[src/rtl/timing_pkg.sv]
// Shared types and constants for the SLM timing controller.
package timing_pkg;

  typedef enum logic [2:0] {
    StPowerup,
    StFrameStart,
    StWaitLine,
    StLine,
    StUpdate,
    StSwitch,
    StDisplay
  } state_e;

  localparam int unsigned DefLinesPerFrame = 1280;
  localparam int unsigned DefLineCycles    = 40;
  localparam int unsigned DefUpdateCycles  = 4;
  localparam int unsigned DefDisplayCycles = 1000;
  localparam int unsigned DefPowerupCycles = 100;
  localparam int unsigned DefFrameCntW     = 16;

  // Ceiling log2; clog2(1) = 0, callers guard zero widths themselves.
  function automatic int unsigned clog2(input int unsigned value);
    int unsigned result;
    result = 0;
    for (int unsigned i = 0; i < 32; i++) begin
      if ((64'd1 << i) < 64'(value)) begin
        result = i + 1;
      end
    end
    return result;
  endfunction

endpackage

[src/rtl/phase_counter.sv]
// Loadable down-counter that flags when it has reached zero.
module phase_counter #(
  parameter int unsigned       Width    = 8,
  parameter logic [Width-1:0]  ResetVal = '0
) (
  input  logic             clk_i,
  input  logic             rst_i,
  input  logic             load_i,
  input  logic [Width-1:0] load_val_i,
  output logic             done_o
);

  logic [Width-1:0] cnt_q;

  // Load has priority; otherwise count down and stick at zero.
  always_ff @(posedge clk_i or posedge rst_i) begin
    if (rst_i) begin
      cnt_q <= ResetVal;
    end else if (load_i) begin
      cnt_q <= load_val_i;
    end else if (cnt_q != '0) begin
      cnt_q <= cnt_q - 1'b1;
    end
  end

  assign done_o = (cnt_q == '0);

endmodule

[src/rtl/timing_controller_mp.sv]
// Frame sequencer for the SLM: power-up hold, per-frame reset, line loading,
// update/switch strobes, display hold, with optional DC-balance re-show.
module timing_controller_mp
  import timing_pkg::*;
#(
  parameter int unsigned LINES_PER_FRAME = DefLinesPerFrame,
  parameter int unsigned LINE_CYCLES     = DefLineCycles,
  parameter int unsigned UPDATE_CYCLES   = DefUpdateCycles,
  parameter int unsigned DISPLAY_CYCLES  = DefDisplayCycles,
  parameter int unsigned POWERUP_CYCLES  = DefPowerupCycles,
  parameter int unsigned FRAME_CNT_W     = DefFrameCntW,
  localparam int unsigned LineW = (clog2(LINES_PER_FRAME) > 0) ? clog2(LINES_PER_FRAME) : 1
) (
  input  logic                   fpga_clk,
  input  logic                   reset_all,
  input  logic                   dc32_fifo_almost_full,
  input  logic                   dc_balance_en,
  output logic                   reset_per_frame,
  output logic                   line_of_data_available,
  output logic                   update,
  output logic                   invert,
  output logic                   buffer_switch_done,
  output logic [LineW-1:0]       line_count,
  output logic [FRAME_CNT_W-1:0] frame_count,
  output logic                   busy
);

  localparam int unsigned Max1 = (LINE_CYCLES > UPDATE_CYCLES) ? LINE_CYCLES : UPDATE_CYCLES;
  localparam int unsigned Max2 = (DISPLAY_CYCLES > POWERUP_CYCLES) ? DISPLAY_CYCLES
                                                                   : POWERUP_CYCLES;
  localparam int unsigned MaxCycles = (Max1 > Max2) ? Max1 : Max2;
  localparam int unsigned PhaseW    = (clog2(MaxCycles) > 0) ? clog2(MaxCycles) : 1;
  // One extra code so the count can rest at LINES_PER_FRAME after the last line.
  localparam int unsigned LineIntW  = clog2(LINES_PER_FRAME + 1);

  if (LINES_PER_FRAME < 1 || LINE_CYCLES < 1 || UPDATE_CYCLES < 1 || DISPLAY_CYCLES < 1 ||
      POWERUP_CYCLES < 1 || FRAME_CNT_W < 1) begin : g_bad_params
    $error("timing_controller_mp: all parameters must be >= 1");
  end

  state_e                 state_q, state_d;
  logic [PhaseW-1:0]      load_val;
  logic                   load;
  logic                   phase_done;
  logic                   last_line;
  logic                   bal_q;
  logic [LineIntW-1:0]    line_q;
  logic [FRAME_CNT_W-1:0] frame_q;
  logic                   rpf_q, lda_q, upd_q, inv_q, bsd_q, busy_q;

  assign last_line = (line_q == LineIntW'(LINES_PER_FRAME - 1));

  // Next-state decode and the phase length to load on entering a state.
  always_comb begin
    state_d  = state_q;
    load_val = '0;
    unique case (state_q)
      StPowerup:    if (phase_done) state_d = StFrameStart;
      StFrameStart: state_d = StWaitLine;
      StWaitLine:   if (dc32_fifo_almost_full) state_d = StLine;
      StLine:       if (phase_done) state_d = last_line ? StUpdate : StWaitLine;
      StUpdate:     if (phase_done) state_d = StSwitch;
      StSwitch:     state_d = StDisplay;
      StDisplay:    if (phase_done) state_d = (bal_q && !inv_q) ? StUpdate : StFrameStart;
      default:      state_d = StPowerup;
    endcase
    unique case (state_d)
      StLine:    load_val = PhaseW'(LINE_CYCLES - 1);
      StUpdate:  load_val = PhaseW'(UPDATE_CYCLES - 1);
      StDisplay: load_val = PhaseW'(DISPLAY_CYCLES - 1);
      default:   load_val = '0;
    endcase
  end

  assign load = (state_d != state_q);

  phase_counter #(
    .Width    (PhaseW),
    .ResetVal (PhaseW'(POWERUP_CYCLES - 1))
  ) u_phase_counter (
    .clk_i      (fpga_clk),
    .rst_i      (reset_all),
    .load_i     (load),
    .load_val_i (load_val),
    .done_o     (phase_done)
  );

  // State register plus outputs registered from the state being entered.
  always_ff @(posedge fpga_clk or posedge reset_all) begin
    if (reset_all) begin
      state_q <= StPowerup;
      bal_q   <= 1'b0;
      line_q  <= '0;
      frame_q <= '0;
      rpf_q   <= 1'b0;
      lda_q   <= 1'b0;
      upd_q   <= 1'b0;
      inv_q   <= 1'b0;
      bsd_q   <= 1'b0;
      busy_q  <= 1'b0;
    end else begin
      state_q <= state_d;
      rpf_q   <= (state_d == StFrameStart);
      lda_q   <= (state_d == StLine);
      upd_q   <= (state_d == StUpdate);
      bsd_q   <= (state_d == StSwitch);
      busy_q  <= (state_d != StPowerup);
      if (state_q == StFrameStart) begin
        bal_q <= dc_balance_en;
      end
      if (state_d == StFrameStart) begin
        line_q <= '0;
      end else if (state_q == StLine && phase_done) begin
        line_q <= line_q + 1'b1;
      end
      // Leaving display: either re-show inverted or close the frame.
      if (state_q == StDisplay && phase_done) begin
        if (bal_q && !inv_q) begin
          inv_q <= 1'b1;
        end else begin
          inv_q   <= 1'b0;
          frame_q <= frame_q + 1'b1;
        end
      end
    end
  end

  assign reset_per_frame        = rpf_q;
  assign line_of_data_available = lda_q;
  assign update                 = upd_q;
  assign invert                 = inv_q;
  assign buffer_switch_done     = bsd_q;
  assign line_count             = line_q[LineW-1:0];
  assign frame_count            = frame_q;
  assign busy                   = busy_q;

endmodule

[config.mk]
export PLATFORM = sky130hd
export DESIGN_NAME = timing_controller_mp
export DESIGN_NICKNAME = d
export VERILOG_FILES = /design/src/rtl/timing_pkg.sv /design/src/rtl/phase_counter.sv /design/src/rtl/timing_controller_mp.sv
export SDC_FILE = /design/constraint.sdc
export NUM_CORES = 1
export LEC_CHECK = 0
export ABC_AREA = 1
export BUFFER_PORTS_ARGS = -buffer_cell sky130_fd_sc_hd__buf_2
export CORE_MARGIN = 8
export CORE_UTILIZATION = 62
export DETAILED_ROUTE_END_ITERATION = 10
export MAX_ROUTING_LAYER = met4
export PLACE_DENSITY = 0.84
export RECOVER_POWER = 100
export REMOVE_ABC_BUFFERS = 1
export SYNTH_ARGS = -nofsm -noshare
export SYNTH_HDL_FRONTEND = slang
export SYNTH_SLANG_ARGS = --single-unit
export TNS_END_PERCENT = 50
[constraint.sdc]
create_clock -name fpga_clk -period 5.6 [get_ports fpga_clk]
set_clock_uncertainty 0.1 [all_clocks]
set_input_delay 0.28 -clock fpga_clk [delete_from_list [all_inputs] [get_ports fpga_clk]]
set_output_delay 0.28 -clock fpga_clk [all_outputs]
set_load 0.1 [all_outputs]
# ---- After elaboration in Yosys (flattened, before gate mapping)
# Cells that the tools add are included.
dict set report op_classes {
  n_eq_ne 13
  addsub 3
  n_mux 14
  reduce_logical 11
  n_bitwise 1
}
# cell count
set op_table {}
lappend op_table {{10-bit one-hot mux with 3 select lines} 1}
lappend op_table {{11-bit two-way mux} 2}
lappend op_table {{3-bit two-way mux} 7}
lappend op_table {{3-bit one-hot mux with 7 select lines} 1}
lappend op_table {{10-bit two-way mux} 2}
lappend op_table {{3-bit equality test, second input constant} 6}
lappend op_table {{16-bit by 1-bit adder with 16-bit output, second input constant} 1}
lappend op_table {{11-bit by 1-bit adder with 11-bit output, second input constant} 1}
lappend op_table {{11-bit equality test, second input constant} 1}
lappend op_table {{10-bit zero test} 1}
lappend op_table {{10-bit nonzero test} 1}
lappend op_table {{10-bit by 1-bit subtractor with 10-bit output, second input constant} 1}
lappend op_table {{3-bit by 2-bit equality test with 1-bit output, second input constant} 3}
lappend op_table {{3-bit by 1-bit equality test with 1-bit output, second input constant} 2}
lappend op_table {{2-bit nonzero test} 2}
lappend op_table {{1-bit logical AND} 3}
lappend op_table {{3-bit zero test} 1}
lappend op_table {{3-bit != test} 1}
lappend op_table {{3-bit nonzero test} 1}
lappend op_table {{2-bit AND reduction} 1}
lappend op_table {{1-bit zero test} 1}
lappend op_table {{1-bit two-way mux} 1}
lappend op_table {{1-bit NOT} 1}
dict set report totals {
  reg_bits 47
}

# ---- Longest topological paths before layout
dict set report depth {
  ltp_word 8
  mapped_depth 15
  ltp_nobuf 15
}

# ---- Hierarchy
# Synthesis repeated with hierarchy kept, for this count alone.
dict set report unflattened {
  hier_cells 345
  area_unflattened_um2 2696.3
}
# module cells_each n_inst area_per_inst_um2 seq_area_each_um2
set by_module_without_submodules {}
lappend by_module_without_submodules {timing_controller_mp 248 1 2005.7 925.9}
lappend by_module_without_submodules {phase_counter 97 1 690.7 255.2}

# ---- Worst setup path before layout
# OpenSTA, ideal clock, no wires.
dict set report synth_timing {
  path_type {register -> register}
  startpoint {register line_q[1] (netlist: line_count[1])}
  endpoint {register line_q[10] (netlist: line_count[10])}
  setup_ns 0.113
  t_arrival_ns 2.319
  path_slack_ns 3.068
  required_ns 5.387
  path_stages_with_launch 14
  n_path_buf 0
  path_cell_list {dfrtp_1 > ha_1 > nand2_1 > nor2_4 > nand2_1 > nor2_1 > nand2_1 > nand2_2 > nand3_4 > inv_1 > nand3_4 > clkinv_4 > or2_1 > inv_1}
}
dict set report synth_between {
  elab_chain_cells 6
  word_cells_on_any_way 9
  cone_classes {1 x add/sub; 2 x eq/ne; 5 x mux; 1 x reduce/logical}
}
# element line
set synth_lines {}
lappend synth_lines {{start, declared} timing_controller_mp.sv:47} ;# logic [LineIntW-1:0] line_q;
lappend synth_lines {{start signal, assigned} timing_controller_mp.sv:114} ;# line_q <= line_q + 1'b1;
lappend synth_lines {{11-bit equality test *} timing_controller_mp.sv:51} ;# assign last_line = (line_q == LineIntW'(LINES_PER_FRAME - 1));
lappend synth_lines {{3-bit two-way mux * (2 in a row)} timing_controller_mp.sv:61} ;# StLine: if (phase_done) state_d = last_line ? StUpdate : StWaitLine;
lappend synth_lines {{3-bit one-hot mux with 7 select lines *} timing_controller_mp.sv:57} ;# unique case (state_q)
lappend synth_lines {{net state_d[1]} timing_controller_mp.sv:41} ;# state_e state_q, state_d;
lappend synth_lines {{3-bit by 1-bit equality test with 1-bit output *} timing_controller_mp.sv:111} ;# if (state_d == StFrameStart) begin
lappend synth_lines {{11-bit two-way mux / 2-bit nonzero test (equally long branches)} n/a}
# Mark *: on every way through the listed nets, which the timed path passes. The rest lies on a longest branch. The select of a mux whose other input is x is not followed.
# A chain may end at the register's enable or synchronous reset.

# ---- Final worst setup path
dict set report layout_timing {
  startpoint {register u_phase_counter.cnt_q[0]}
  endpoint {register line_q[10] (netlist: line_count[10])}
}
dict set report layout_between {
  elab_chain_cells 5
  word_cells_on_any_way 10
  cone_classes {1 x eq/ne; 6 x mux; 3 x reduce/logical}
}
# element line
set layout_lines {}
lappend layout_lines {{start, declared} phase_counter.sv:13} ;# logic [Width-1:0] cnt_q;
lappend layout_lines {{start signal, assigned} phase_counter.sv:18} ;# cnt_q <= ResetVal;
lappend layout_lines {{start signal, assigned} phase_counter.sv:20} ;# cnt_q <= load_val_i;
lappend layout_lines {{start signal, assigned} phase_counter.sv:22} ;# cnt_q <= cnt_q - 1'b1;
lappend layout_lines {{10-bit zero test *} phase_counter.sv:26} ;# assign done_o = (cnt_q == '0);
lappend layout_lines {{3-bit two-way mux (on tied branches)} n/a}
lappend layout_lines {{3-bit one-hot mux with 7 select lines *} timing_controller_mp.sv:57}
lappend layout_lines {{net state_d[1]} timing_controller_mp.sv:41}
lappend layout_lines {{3-bit by 1-bit equality test with 1-bit output *} timing_controller_mp.sv:111}
lappend layout_lines {{11-bit two-way mux / 2-bit nonzero test (equally long branches)} n/a}
# Mark *: on every way through the listed nets, which the timed path passes. The rest lies on a longest branch.

==> impl_results.rst <==
.. list-table::
   :header-rows: 1

   * - Metric
     - Value
   * - Outcome
     - finished with violations
   * - Violated checks
     - capacitance limit, slew limit
   * - Post-CTS setup buffers
     - 0
   * - Sink Count
     - 47
   * - TritonCTS clock tree
     - built
   * - Core Box Area
     - 4060 um2
   * - Most frequent standard cell in the layout excluding fill and tap cells
     - sky130_fd_sc_hd__nand2_1
   * - Startpoint of the most critical register-to-register path
     - u_phase_counter.cnt_q[0]$_DFFE_PP1P_
   * - Category of the worst setup path capture point
     - register
   * - Net switching share of the total power
     - 47.3%
   * - Overall global routing resource usage
     - 17.9%
   * - Critical path start-end classification
     - reg -> reg
   * - Htree depth
     - 2
   * - Average wire length per cell after detail routing
     - 13.4 um
   * - Leading register cell type out of synthesis
     - sky130_fd_sc_hd__dfrtp_1
   * - Final net count
     - 357
   * - CP startpoint
     - u_phase_counter.cnt_q[0]$_DFFE_PP1P_
   * - Remaining global-route overflow
     - 0
   * - Number of port buffers
     - 36
   * - P per Cell Area
     - 481 nW/um2
   * - Largest net degree at the start of global routing
     - 48
   * - CP Max Fanout
     - 11
   * - Standard-cell rows
     - 23
   * - Vias in the first global route
     - 2103
   * - Effective utilization at floorplan
     - 65.4%
   * - Total via count in the routed design
     - 2103
   * - Final weighted congestion in routability-driven placement
     - 0.906
   * - Crit path DAT
     - 3060 ps
   * - Sequential cell area
     - 1180 um2
   * - Switching power
     - 645 uW
   * - Number of nets with antenna violations after detailed routing
     - 0
   * - Tcrit/Tclk final
     - 52.8%
   * - Clock root buffer
     - sky130_fd_sc_hd__clkbuf_8
   * - EDFF count, synth
     - 0
   * - Setup repair after global routing missed its margin
     - no
   * - Overall die height
     - 81.4 um
   * - Worst r2r dst
     - line_count[10]$_DFFE_PP0P_
   * - Register-to-register path setup slack
     - 2640 ps
   * - Commonest non-fill, non-tap cells in the layout
     - sky130_fd_sc_hd__nand2_1, sky130_fd_sc_hd__inv_1, sky130_fd_sc_hd__dfrtp_1
   * - Via/cell ratio
     - 5.26
   * - Largest voltage drop on the vdd net
     - 0.000340 V
   * - Floorplan die area
     - 6630 um2
   * - Cell types with the largest area share after synthesis
     - sky130_fd_sc_hd__dfrtp_1, sky130_fd_sc_hd__nand2_1, sky130_fd_sc_hd__inv_1
   * - Register-to-Register Path Depth
     - 14
   * - Max Buffers Root-to-Sink
     - 2
   * - Fill count
     - 340
   * - Leakage
     - 0.00151 uW
   * - Final hold vios
     - 0
   * - Sum Neg Setup Slack
     - 0 ps
   * - Clock-pin slew of the registers on the worst-case setup and hold paths
     - 80 ps
   * - Gate Count Post-Synth
     - 309
   * - Area Growth Syn to Fin
     - 6.79%
   * - Clock Power Share
     - 17.8%
   * - Number of buffers inserted for hold repair after clock tree synthesis
     - 0
   * - Fmax
     - 0.338 GHz
   * - Mapped Avg Cell Area
     - 8.59 um2
   * - Sort of element at the start of the critical path
     - register
   * - Async S/R FF share, synth
     - 100%
   * - Remaining routing DRC violations
     - 0
   * - Initial detailed-routing violation count
     - 129
   * - Register bit count reported by yosys
     - 47
   * - Number of instances resized during post-cts repair
     - 0
   * - Die Wd
     - 81.4 um
   * - Share of the synthesized area in the top cell type
     - 40.5%
   * - Transition at the pin with the smallest max-transition slack
     - 1660 ps
   * - DP Wirelength
     - 4130 um
   * - Hold/Removal Path Class
     - in -> reg
   * - Sequential power share
     - 33.5%
   * - Cell type with the highest aggregate area in the netlist
     - sky130_fd_sc_hd__dfrtp_1
   * - Endpoint of the most critical setup path
     - line_count[10]$_DFFE_PP0P_
   * - First-pass iteration count of the detailed router
     - 4
   * - Wire length of the first global-routing pass
     - 9050 um
   * - CTS Buf Count
     - 5
   * - Proportion of power drawn by combinational gates
     - 48.7%
   * - I/O pin cnt
     - 37
   * - Final critical delay including setup and external delays
     - 2960 ps
   * - Required time of the critical path
     - 5700 ps
   * - Share of post-route cells with drive strength above 1
     - 8.86%
   * - Diode count
     - 0
   * - Antenna violations before repair
     - 0
   * - Sequential element share of the synthesized area
     - 44.5%
   * - Post-layout power
     - 1360 uW
   * - Max_cap viols
     - 1
   * - Yosys Warn Count
     - 0
   * - Internal
     - 718 uW
   * - Drt total wl
     - 5350 um
   * - Area occupied by multi-input gates
     - 1120 um2
   * - Rel. slew slack
     - -11.0%
   * - Pins over their slew limit
     - 48
   * - Count of different cell masters after synthesis
     - 39
   * - Core utilization of the finished layout
     - 69.8%
   * - Setup violations, final
     - 0
   * - Source-to-sink clock delay at the later pin of the worst-skew pair
     - 300 ps
   * - Combined area of all synthesized cells
     - 2650 um2
-- power by group through the flow --
stage                     logic [uW]  clock network, uW  registers, uW
after floorplan                  508                  0            535
after global placement           702                  0            460
after detailed placement         721                  0            462
after CTS                        730                246            456
after global routing             746                256            464
final                            664                243            457
-- how the worst min path moves through the flow --
stage,startpoint,end,slack [ps],cells past startpoint
5_1_grt,dc_balance_en,bal_q$_DFFE_PP0P_,140,3
3_3_place_gp,frame_count[15]$_DFFE_PP0P_,frame_count[15]$_DFFE_PP0P_,360,1
3_5_place_dp,frame_count[15]$_DFFE_PP0P_,frame_count[15]$_DFFE_PP0P_,370,1
2_1_floorplan,dc_balance_en,bal_q$_DFFE_PP0P_,320,2
4_1_cts,reset_all,frame_count[7]$_DFFE_PP0P_,110,2
6_report,dc_balance_en,bal_q$_DFFE_PP0P_,140,3
-- final cells by class --
type                            instances  share of cell area, %
Sequential cell                        47                   41.7
Multi-Input combinational cell        202                   39.6
Inverter                               57                   7.59
Timing Repair Buffer                   36                   4.90
Clock buffer                            5                   2.43
Tap cell                               50                   2.21
Clock inverter                          3                   1.55
-- sequential cells by signal (all words and copies together) (netlist names) --
name / flops
u_phase_counter.cnt_q: 10
bal_q: 1
reset_per_frame: 1
state_q: 3
buffer_switch_done: 1
line_count: 11
frame_count: 16
busy: 1
invert: 1
update: 1
line_of_data_available: 1
-- synthesized netlist by cell type, types with 2 or more instances --
| cell | instances |
|---|---|
| sky130_fd_sc_hd__a21oi_1 | 2 |
| sky130_fd_sc_hd__buf_6 | 2 |
| sky130_fd_sc_hd__dfrtp_1 | 43 |
| sky130_fd_sc_hd__dfstp_2 | 4 |
| sky130_fd_sc_hd__ha_1 | 4 |
| sky130_fd_sc_hd__inv_1 | 54 |
| sky130_fd_sc_hd__nand2_1 | 67 |
| sky130_fd_sc_hd__nand2_2 | 5 |
| sky130_fd_sc_hd__nand3_1 | 25 |
| sky130_fd_sc_hd__nand3_2 | 5 |
| sky130_fd_sc_hd__nand3_4 | 4 |
| sky130_fd_sc_hd__nand4_1 | 6 |
| sky130_fd_sc_hd__nand4_4 | 2 |
| sky130_fd_sc_hd__nor2_1 | 22 |
| sky130_fd_sc_hd__nor2_2 | 5 |
| sky130_fd_sc_hd__nor2_4 | 3 |
| sky130_fd_sc_hd__nor3_1 | 6 |
| sky130_fd_sc_hd__o21ai_0 | 8 |
| sky130_fd_sc_hd__xnor2_1 | 6 |
| sky130_fd_sc_hd__xor2_1 | 17 |
-- cells by family after synthesis --
group / count (synthesis) / share of synthesized area (%)
xor gates and xnor gates: 23 / 7.59
DFF: 47 / 44.5
and+or+nand+nor: 158 / 32.9
adders and majority gates: 4 / 1.89
buffers and inverters: 60 / 9.38
AOI/OAI and AO/OA: 17 / 3.77
-- worst max-delay path, stage by stage, from the launching register on --
cell and delay (ps):
sky130_fd_sc_hd__dfstp_1 400, sky130_fd_sc_hd__inv_1 90, sky130_fd_sc_hd__ha_1 160, sky130_fd_sc_hd__inv_1 50
sky130_fd_sc_hd__nor2_1 110, sky130_fd_sc_hd__nand3_2 60, sky130_fd_sc_hd__nor2_1 720, sky130_fd_sc_hd__nand2_1 130
sky130_fd_sc_hd__nand2_1 100, sky130_fd_sc_hd__nand3_1 170, sky130_fd_sc_hd__inv_1 100, sky130_fd_sc_hd__nand3_1 270
sky130_fd_sc_hd__clkinvlp_2 240, sky130_fd_sc_hd__or2_1 110, sky130_fd_sc_hd__inv_1 30
-- per-stage QoR --
| stage | hold slack [ps] | worst slack (ps) | instance area [um2] | std cells |
|---|---|---|---|---|
| 6_report | 140 | 2640 | 2830 | 400 |
| 5_1_grt | 143 | 2300 | 2830 | 400 |
| 4_1_cts | 113 | 3210 | 2980 | 400 |
| 3_5_place_dp | 374 | 3270 | 2870 | 392 |
| 3_3_place_gp | 355 | 3350 | 2870 | 392 |
| 2_1_floorplan | 325 | 3050 | 2620 | 306 |
-- routing by layer --
layer | wire [um] | track usage [%] | vias up
li1 | - | - | 1048
met1 | 2280 | 20.8 | 992
met2 | 2740 | 29.0 | 47
met3 | 197 | 3.49 | 16
met4 | 134 | 8.93 | 0
met5 | 0 | - | -
Power figures use the tool's default switching activity.
